File: src/rtl/cla_pipe_pkg.sv
// cla_pipe_pkg: segment geometry helpers and defaults for cla_pipe_adder
package cla_pipe_pkg;
  localparam int CLA_PIPE_SEG_DEF = 16;
  function automatic int nseg(input int width, input int seg);
    return (width + seg - 1) / seg;
  endfunction
  function automatic int seg_lo(input int k, input int seg);
    return k * seg;
  endfunction
  function automatic int seg_hi(input int k, input int seg, input int width);
    return (((k + 1) * seg < width) ? (k + 1) * seg : width) - 1;
  endfunction
endpackage

File: src/rtl/cla_pipe_adder_seg.sv
// cla_seg: combinational W-bit carry-lookahead adder with 4-bit group generate/propagate
module cla_seg #(
  parameter int W = 16
) (
  input  logic [W-1:0] a,
  input  logic [W-1:0] b,
  input  logic         c_in,
  output logic [W-1:0] sum,
  output logic         c_out
);
  localparam int NG = (W + 3) / 4;
  logic [4*NG-1:0] g, p;
  logic [NG-1:0] gg, gp;
  logic cg, cb;
  always_comb begin
    g = '0;
    p = '1;
    g[W-1:0] = a & b;
    p[W-1:0] = a ^ b;
    gg = '0;
    gp = '0;
    for (int j = 0; j < NG; j++) begin
      gg[j] = g[4*j+3] | (p[4*j+3] & g[4*j+2]) | (p[4*j+3] & p[4*j+2] & g[4*j+1])
            | (p[4*j+3] & p[4*j+2] & p[4*j+1] & g[4*j]);
      gp[j] = &p[4*j +: 4];
    end
  end
  always_comb begin
    sum = '0;
    cg = c_in;
    cb = c_in;
    for (int i = 0; i < W; i++) begin
      cb = (i % 4 == 0) ? cg : cb;
      sum[i] = p[i] ^ cb;
      cb = g[i] | (p[i] & cb);
      cg = (i % 4 == 3 || i == W - 1) ? (gg[i/4] | (gp[i/4] & cg)) : cg;
    end
    c_out = cg;
  end
endmodule

File: src/rtl/cla_pipe_adder.sv
// cla_pipe_adder: pipelined segment-per-stage CLA add/sub with valid/ready; CLA_PIPE_OVF_EN adds ovf
module cla_pipe_adder
  import cla_pipe_pkg::*;
#(
  parameter int WIDTH = 65,
  parameter int SEG   = CLA_PIPE_SEG_DEF
) (
  input  logic             clk,
  input  logic             rst,
  input  logic             in_valid,
  output logic             in_ready,
  input  logic [WIDTH-1:0] a_in,
  input  logic [WIDTH-1:0] b_in,
  input  logic             c_in,
  input  logic             sub,
  output logic             out_valid,
  input  logic             out_ready,
  output logic [WIDTH-1:0] sum,
  output logic             c_out
`ifdef CLA_PIPE_OVF_EN
  ,
  output logic             ovf
`endif
);
  localparam int NSEG = nseg(WIDTH, SEG);
  logic en;
  assign en = ~out_valid | out_ready;
  assign in_ready = en & ~rst;
  for (genvar k = 0; k < NSEG; k++) begin : g_st
    localparam int LO = seg_lo(k, SEG);
    localparam int HI = seg_hi(k, SEG, WIDTH);
    logic [WIDTH-1:LO] a_s, b_s;
    logic [HI-LO:0] seg_sum;
    logic [HI:0] sm_n, sm;
    logic c_s, v_s, seg_c, cy, vl;
    if (k == 0) begin : g_head
      assign a_s = a_in;
      assign b_s = b_in ^ {WIDTH{sub}};
      assign c_s = sub | c_in;
      assign v_s = in_valid;
      assign sm_n = seg_sum;
    end else begin : g_body
      assign a_s = g_st[k-1].g_skew.pa;
      assign b_s = g_st[k-1].g_skew.pb;
      assign c_s = g_st[k-1].cy;
      assign v_s = g_st[k-1].vl;
      assign sm_n = {seg_sum, g_st[k-1].sm};
    end
    cla_seg #(.W(HI - LO + 1)) u_seg (
      .a(a_s[HI:LO]),
      .b(b_s[HI:LO]),
      .c_in(c_s),
      .sum(seg_sum),
      .c_out(seg_c)
    );
    always_ff @(posedge clk)
      if (rst) begin
        sm <= '0;
        cy <= 1'b0;
        vl <= 1'b0;
      end else if (en) begin
        sm <= sm_n;
        cy <= seg_c;
        vl <= v_s;
      end
    if (k < NSEG - 1) begin : g_skew
      logic [WIDTH-1:HI+1] pa, pb;
      always_ff @(posedge clk)
        if (rst) begin
          pa <= '0;
          pb <= '0;
        end else if (en) begin
          pa <= a_s[WIDTH-1:HI+1];
          pb <= b_s[WIDTH-1:HI+1];
        end
    end
`ifdef CLA_PIPE_OVF_EN
    if (k == NSEG - 1) begin : g_ovf
      logic ov;
      always_ff @(posedge clk)
        if (rst) ov <= 1'b0;
        else if (en) ov <= seg_c ^ seg_sum[HI-LO] ^ a_s[WIDTH-1] ^ b_s[WIDTH-1];
    end
`endif
  end
  assign out_valid = g_st[NSEG-1].vl;
  assign sum = g_st[NSEG-1].sm;
  assign c_out = g_st[NSEG-1].cy;
`ifdef CLA_PIPE_OVF_EN
  assign ovf = g_st[NSEG-1].g_ovf.ov;
`endif
endmodule

File: config.mk
export PLATFORM = sky130hd
export DESIGN_NAME = cla_pipe_adder
export DESIGN_NICKNAME = d
export VERILOG_FILES = /design/src/rtl/cla_pipe_pkg.sv /design/src/rtl/cla_pipe_adder_seg.sv /design/src/rtl/cla_pipe_adder.sv
export SDC_FILE = /design/constraint.sdc
export NUM_CORES = 1
export LEC_CHECK = 0
export ABC_AREA = 0
export BUFFER_PORTS_ARGS = -buffer_cell sky130_fd_sc_hd__buf_2
export CAP_MARGIN = 20
export CELL_PAD_IN_SITES_DETAIL_PLACEMENT = 0
export CELL_PAD_IN_SITES_GLOBAL_PLACEMENT = 1
export CORE_MARGIN = 2
export CORE_UTILIZATION = 44
export DETAILED_ROUTE_END_ITERATION = 8
export PLACE_DENSITY = 0.88
export SLEW_MARGIN = 10
export SYNTH_ARGS = -nofsm -noshare
export SYNTH_HDL_FRONTEND = slang
export SYNTH_SLANG_ARGS = --single-unit
File: constraint.sdc
create_clock -name clk -period 5.1 [get_ports clk]
set_input_delay 0.51 -clock clk [delete_from_list [all_inputs] [get_ports clk]]
set_output_delay 0.51 -clock clk [all_outputs]
set_load 0.01 [all_outputs]
* After elaboration in Yosys (flattened, before gate mapping)
Cells that the tools add are included. Widths: inputs -> output; s select.
Word-level totals: register bits 435, memory bits (writable) 0, ROM bits 0, logic and storage cells 378, latch bits 0, memories kept 0, output and inout port bits 68, input port bits 136
Cells by class: div/mod/pow operators 0, bitwise logic cells 339, add/sub/neg operators 0, $lt $le $gt $ge 0, multiplexer cells 0, shift-type cells 0, multipliers 0, reduce and logical (&&, ||, !) cells 16, equal/unequal tests 0
Operator list (number):
- $and 1x1->1 | 147
- $or 1x1->1 | 115
- $xor 1x1->1 | 66
- $xor 65x65->65 | 1
- $and 16x16->16 | 4
- $reduce_and 4->1 | 16
- $xor 16x16->16 | 4
- $not 1->1 | 2

* Depth between registers and ports, before layout
depth in word-level cells 18, gate-level depth with buffers 16, gate-level depth less buffers 13

* Modules after synthesis
Synthesis repeated with hierarchy kept, for this count alone.
Unflattened totals: cells, all modules 2221, area total of the unflattened synthesis 18355.1 um^2
Modules (own cells, without submodules):
- cla_pipe_adder | times used 1, cells an instance 1912, sequential area each 8708.4 um^2, area an instance 15517.4 um^2
- cla_seg (g_st[0].u_seg ...) | times used 3, cells an instance 77, sequential area each 0.0 um^2, area an instance 705.7 um^2
- cla_seg (g_st[3].u_seg) | times used 1, cells an instance 77, sequential area each 0.0 um^2, area an instance 700.7 um^2
- cla_seg (g_st[4].u_seg) | times used 1, cells an instance 1, sequential area each 0.0 um^2, area an instance 20.0 um^2

* Worst setup path before layout
Ideal clock, no wire load.
kind in2reg, start point input sub, end point register g_st[0].sm[15], path buffers 3, setup slack 1.363 ns, setup time 0.070 ns, cell stages on the path 15, arrival time 3.666 ns, required time 5.030 ns, path through buf_2 buf_6 buf_4 xor2_1 ha_1 and3_1 a221oi_2 o21a_2 o21a_1 fa_1 fa_1 fa_1 xnor2_1 nand2_1 a21oi_1
Between the ends: cells in the longest elaborated chain, start to end 18, elaborated cells between the ends (all ways) 44, classes of those cells 41 x bitwise; 3 x reduce/logical
RTL lines:
- start, declared | line cla_pipe_adder.sv:15 | input logic sub,
- $xor 65x65->65 | line cla_pipe_adder.sv:38 | assign b_s = b_in ^ {WIDTH{sub}};
- $xor 16x16->16 / $and 16x16->16 (equally long branches) | line cla_pipe_adder_seg.sv:19, cla_pipe_adder_seg.sv:18
- $and 1x1->1 (on tied branches) | line cla_pipe_adder_seg.sv:23, cla_pipe_adder_seg.sv:24
- $or 1x1->1 (tied with other cells) | line cla_pipe_adder_seg.sv:23 | gg[j] = g[4*j+3] | (p[4*j+3] & g[4*j+2]) | (p[4*j+3] & p[4*j+2] & g[4*j+1])
- $or 1x1->1 / $and 1x1->1 (equally long branches) | line cla_pipe_adder_seg.sv:23, cla_pipe_adder_seg.sv:24
- $or 1x1->1 | line cla_pipe_adder_seg.sv:24 | | (p[4*j+3] & p[4*j+2] & p[4*j+1] & g[4*j]);
- $or 1x1->1
- $and 1x1->1
- [2 not listed]
- $or 1x1->1
- $and 1x1->1 | line cla_pipe_adder_seg.sv:35 | cb = g[i] | (p[i] & cb);
- $or 1x1->1 | line cla_pipe_adder_seg.sv:35
- $and 1x1->1 | line cla_pipe_adder_seg.sv:35
- $or 1x1->1 | line cla_pipe_adder_seg.sv:35
- $and 1x1->1 | line cla_pipe_adder_seg.sv:35
- $or 1x1->1 | line cla_pipe_adder_seg.sv:35
- $xor 1x1->1 * | line cla_pipe_adder_seg.sv:34 | sum[i] = p[i] ^ cb;
- end signal, assigned | line cla_pipe_adder.sv:62 | sm <= sm_n;
- end, declared | line cla_pipe_adder.sv:34 | logic [HI:0] sm_n, sm;
Mark *: on every way between the ends. The rest lies on a longest branch, timed or not. A chain may end at the register's enable or synchronous reset.

* Worst setup path after layout
start point register g_st[1].g_skew.pa[38] (netlist bit), end point register g_st[2].sm[47]
Between the ends: cells in the longest elaborated chain, start to end 15, elaborated cells between the ends (all ways) 22, classes of those cells 21 x bitwise; 1 x reduce/logical
RTL lines:
- start, declared | line cla_pipe_adder.sv:67 | logic [WIDTH-1:HI+1] pa, pb;
- start signal, assigned | line cla_pipe_adder.sv:73 | pa <= a_s[WIDTH-1:HI+1];
- $and 16x16->16 / $xor 16x16->16 (equally long branches) | line cla_pipe_adder_seg.sv:18, cla_pipe_adder_seg.sv:19
- $and 1x1->1 (on tied branches) | line cla_pipe_adder_seg.sv:23, cla_pipe_adder_seg.sv:24
- $or 1x1->1 (tied with other cells) | line cla_pipe_adder_seg.sv:23
- $or 1x1->1 / $and 1x1->1 (equally long branches) | line cla_pipe_adder_seg.sv:23, cla_pipe_adder_seg.sv:24
- $or 1x1->1 | line cla_pipe_adder_seg.sv:24
- $or 1x1->1 *
- $and 1x1->1 *
- $or 1x1->1 *
- $and 1x1->1 * | line cla_pipe_adder_seg.sv:35
- $or 1x1->1 * | line cla_pipe_adder_seg.sv:35
- $and 1x1->1 * | line cla_pipe_adder_seg.sv:35
- $or 1x1->1 * | line cla_pipe_adder_seg.sv:35
- $and 1x1->1 * | line cla_pipe_adder_seg.sv:35
- $or 1x1->1 * | line cla_pipe_adder_seg.sv:35
- $xor 1x1->1 * | line cla_pipe_adder_seg.sv:34
- end signal, assigned | line cla_pipe_adder.sv:62
- end, declared | line cla_pipe_adder.sv:34
Marks and branches as above.

==> results.json <==
{
  "outcome": "complete, no violations",
  "die-area_mm2": 0.0428,
  "startpoint_type": "flip-flop",
  "synth_seq_cells": 435,
  "fin_setup_tns_ns": 0,
  "hp-class": "input pin to flip-flop",
  "reg2regPathDepth": 11,
  "r2r_slack_ns": 1.72,
  "fin_hold_ws_ns": 0.212,
  "cap_viol_max_count": 0,
  "drive_gt1_share_pct": 12.8,
  "slowest_stage": "fa_1",
  "skew_ns": 0.0128,
  "startpoint": "g_st[1].g_skew.pa[38]",
  "multiInputGateArea_mm2": 0.00849,
  "dp_hpwl_um": 28100,
  "io_pins": 204,
  "drt_iter0_drc": 959,
  "grt-ovfl-total": 0,
  "leakage_nw": 8.63,
  "whs_path_depth": 3,
  "postSynthAreaPerCell_um2": 8.36,
  "synth_cell_types": 38,
  "yosysSeqAreaShare_pct": 48.1,
  "slew_headroom_pct": 39.1,
  "finalWirelength_um": 41700,
  "critical_path.cell_chain": "ha_1 > a21o_1 > a221oi_1 > o21ai_1 > a31oi_1 > inv_1 > fa_1 > fa_1 > fa_1 > xnor2_1 > a211oi_1",
  "vias": 14200,
  "drc": 0,
  "die_y_um": 207,
  "seq_area_mm2": 0.00871,
  "crit_type": "flip-flop to flip-flop",
  "rsz0062_at_grt": "no",
  "root_buffer": "clkbuf_16",
  "layout.nets": 2528,
  "fmax_mhz": 296,
  "crit_fanout": 3,
  "syn_nets": 2416,
  "setup_viol": 0,
  "crit_path_end_kind": "flip-flop",
  "grt_pass1_vias": 13000,
  "io_buffers": 203,
  "cp-endpoint": "g_st[2].sm[47]",
  "hold_violations": 0,
  "n_fill_cell": 3951,
  "track_usage_pct": 19.0,
  "clockBufferDepth": 3,
  "clock_latency_ns": 0.54,
  "clkSinkCount": 435,
  "crit_required_ns": 5.55,
  "numCtsBuffers": 44,
  "syn2layout_area_growth_pct": 14.7,
  "timing.final.crit_period_ns": 3.38,
  "synth_cells": 2167,
  "antenna_found_initial": 4,
  "post_drt_wl_per_cell_um": 14.7,
  "grt_max_degree": 156,
  "start_util_pct": 44.5,
  "vias_per_cell": 4.98,
  "yosys_warnings": 0,
  "worstPathArrival_ns": 3.82,
  "path_common_cell": "fa_1",
  "gp_congestion": 0.854,
  "row_count": 74,
  "netlist_area_mm2": 0.0181,
  "clk_pin_slew_ns": 0.06,
  "cts_hold_buf": 0,
  "antenna_left": 0,
  "grt_pass1_wl_um": 66400,
  "first_pass_iters": 5,
  "core_mm2": 0.0407,
  "finalCritPeriodShare_pct": 66.3,
  "worst_slew_pin_slew_ns": 0.914,
  "reg2reg_from": "g_st[1].g_skew.pa[38]",
  "cts_resized": 0,
  "tritoncts": "built",
  "drv_slew": 0,
  "htreeDepth": 2,
  "post_cts_buffers": 0,
  "pwr_density_cell_mw_per_mm2": 369,
  "r2r-end": "g_st[2].sm[47]",
  "slowest_delay_ns": 0.40,
  "die_w_um": 207,
  "ir_drop_v": 0.000206
}
==> final cells by class <==
type                            count  share of cell area, %
Timing Repair Buffer              219                   5.77
Clock inverter                     11                  0.687
Tap cell                          532                   3.20
Clock buffer                       68                   6.51
Sequential cell                   435                   41.9
Antenna cell                        2                 0.0241
Inverter                           56                   1.01
Multi-Input combinational cell   1523                   40.9
==> power by group <==
part	internal, mW	leakage (nW)	switching (mW)
clock network	1.97	0.732	1.30
registers	3.60	3.57	0.124
logic	0.289	4.33	0.380
==> per-stage QoR <==
step	total power, mW	cell area [um2]	setup slack [ns]	utilization [%]	std cells
floorplan	4.22	18100	1.36	-	2167
global placement	4.44	19300	1.34	47.3	2765
detailed placement	4.47	19300	1.28	47.3	2765
CTS	7.75	20800	1.75	51.0	2844
global route	8.00	20800	1.50	51.0	2846
finish	7.68	20800	1.72	51.0	2846
==> metal layers <==
layer	wire, um	track usage (%)	up-vias
li1	-	-	7308
met3	1840	2.92	58
met2	17100	26.5	283
met4	782	5.09	0
met1	22000	30.1	6515
met5	0	0	-
==> how the worst min path moves through the flow <==
stage,from,to
after floorplan,g_st[0].g_skew.pa[32],g_st[0].g_skew.pa[32]
after global placement,sum[36],sum[36]
after detailed placement,sum[48],sum[48]
after CTS,a_in[27],g_st[0].g_skew.pa[27]
after global routing,a_in[35],g_st[0].g_skew.pa[35]
final,a_in[60],g_st[0].g_skew.pa[60]
==> synth_stat cells <==
library cell / n / area share, %
a2111oi_0: 2 / 0.097
a211oi_1: 79 / 3.3
a21boi_2: 2 / 0.12
a21o_1: 14 / 0.58
a21oi_1: 374 / 10
a21oi_2: 1 / 0.048
a221oi_1: 1 / 0.048
a221oi_2: 1 / 0.083
a31oi_1: 3 / 0.10
and2_1: 1 / 0.035
and3_1: 2 / 0.069
buf_1: 6 / 0.12
buf_2: 93 / 2.6
buf_4: 5 / 0.21
buf_6: 2 / 0.12
clkbuf_1: 47 / 0.97
dfxtp_1: 435 / 48
fa_1: 49 / 5.4
ha_1: 64 / 4.4
inv_1: 56 / 1.2
nand2_1: 714 / 15
nand2b_1: 2 / 0.069
nand3_1: 5 / 0.14
nand4_1: 11 / 0.38
nor2_1: 86 / 1.8
nor2b_1: 5 / 0.17
nor3_1: 5 / 0.14
o211ai_1: 1 / 0.041
o211ai_2: 1 / 0.069
o21a_1: 2 / 0.083
o21a_2: 1 / 0.048
o21ai_0: 4 / 0.11
o21ai_1: 4 / 0.11
o21bai_1: 3 / 0.12
o31ai_1: 3 / 0.12
or3_1: 2 / 0.069
xnor2_1: 62 / 3.0
xor2_1: 19 / 0.92
==> layout by cell type (no fill, tap or decap), types with 5 or more instances in the layout <==
cell type and instances:
xnor2_1 62, ha_1 64, a21oi_1 374, nor2_1 86, nand3_1 5, clkbuf_16 45, nand2_1 714, xor2_1 19
clkbuf_8 14, dfxtp_1 435, buf_4 13, a211oi_1 79, nand4_1 11, clkbuf_1 9, nor3_1 5, inv_1 56
a21o_1 14, fa_1 49, buf_2 201
==> critical path, delay by kind of cell, from the launching register on <==
family	cells	cell delay [ns]
xor gates and xnor gates	1	0.13
adders and majority gates	4	1.51
DFF	1	0.33
AOI/OAI and AO/OA	5	1.20
buffers and inverters	1	0.11
==> state kept, by name (all words and copies together) (netlist names) <==
register and count:
g_st.sm 160, g_st.g_skew.pb 100, sum 65, g_st.cy 4, g_st.vl 4, c_out 1, out_valid 1, g_st.g_skew.pa 100
==> cell families after synthesis <==
logic type / count (synthesis) / share of synthesized area [%]
DFF: 435 / 48.1
buffers and inverters: 209 / 5.16
xor gates and xnor gates: 81 / 3.91
AOI/OAI and AO/OA: 496 / 15.4
adders and majority gates: 113 / 9.83
and+or+nand+nor: 833 / 17.6
(Power assumes the default switching activity.)
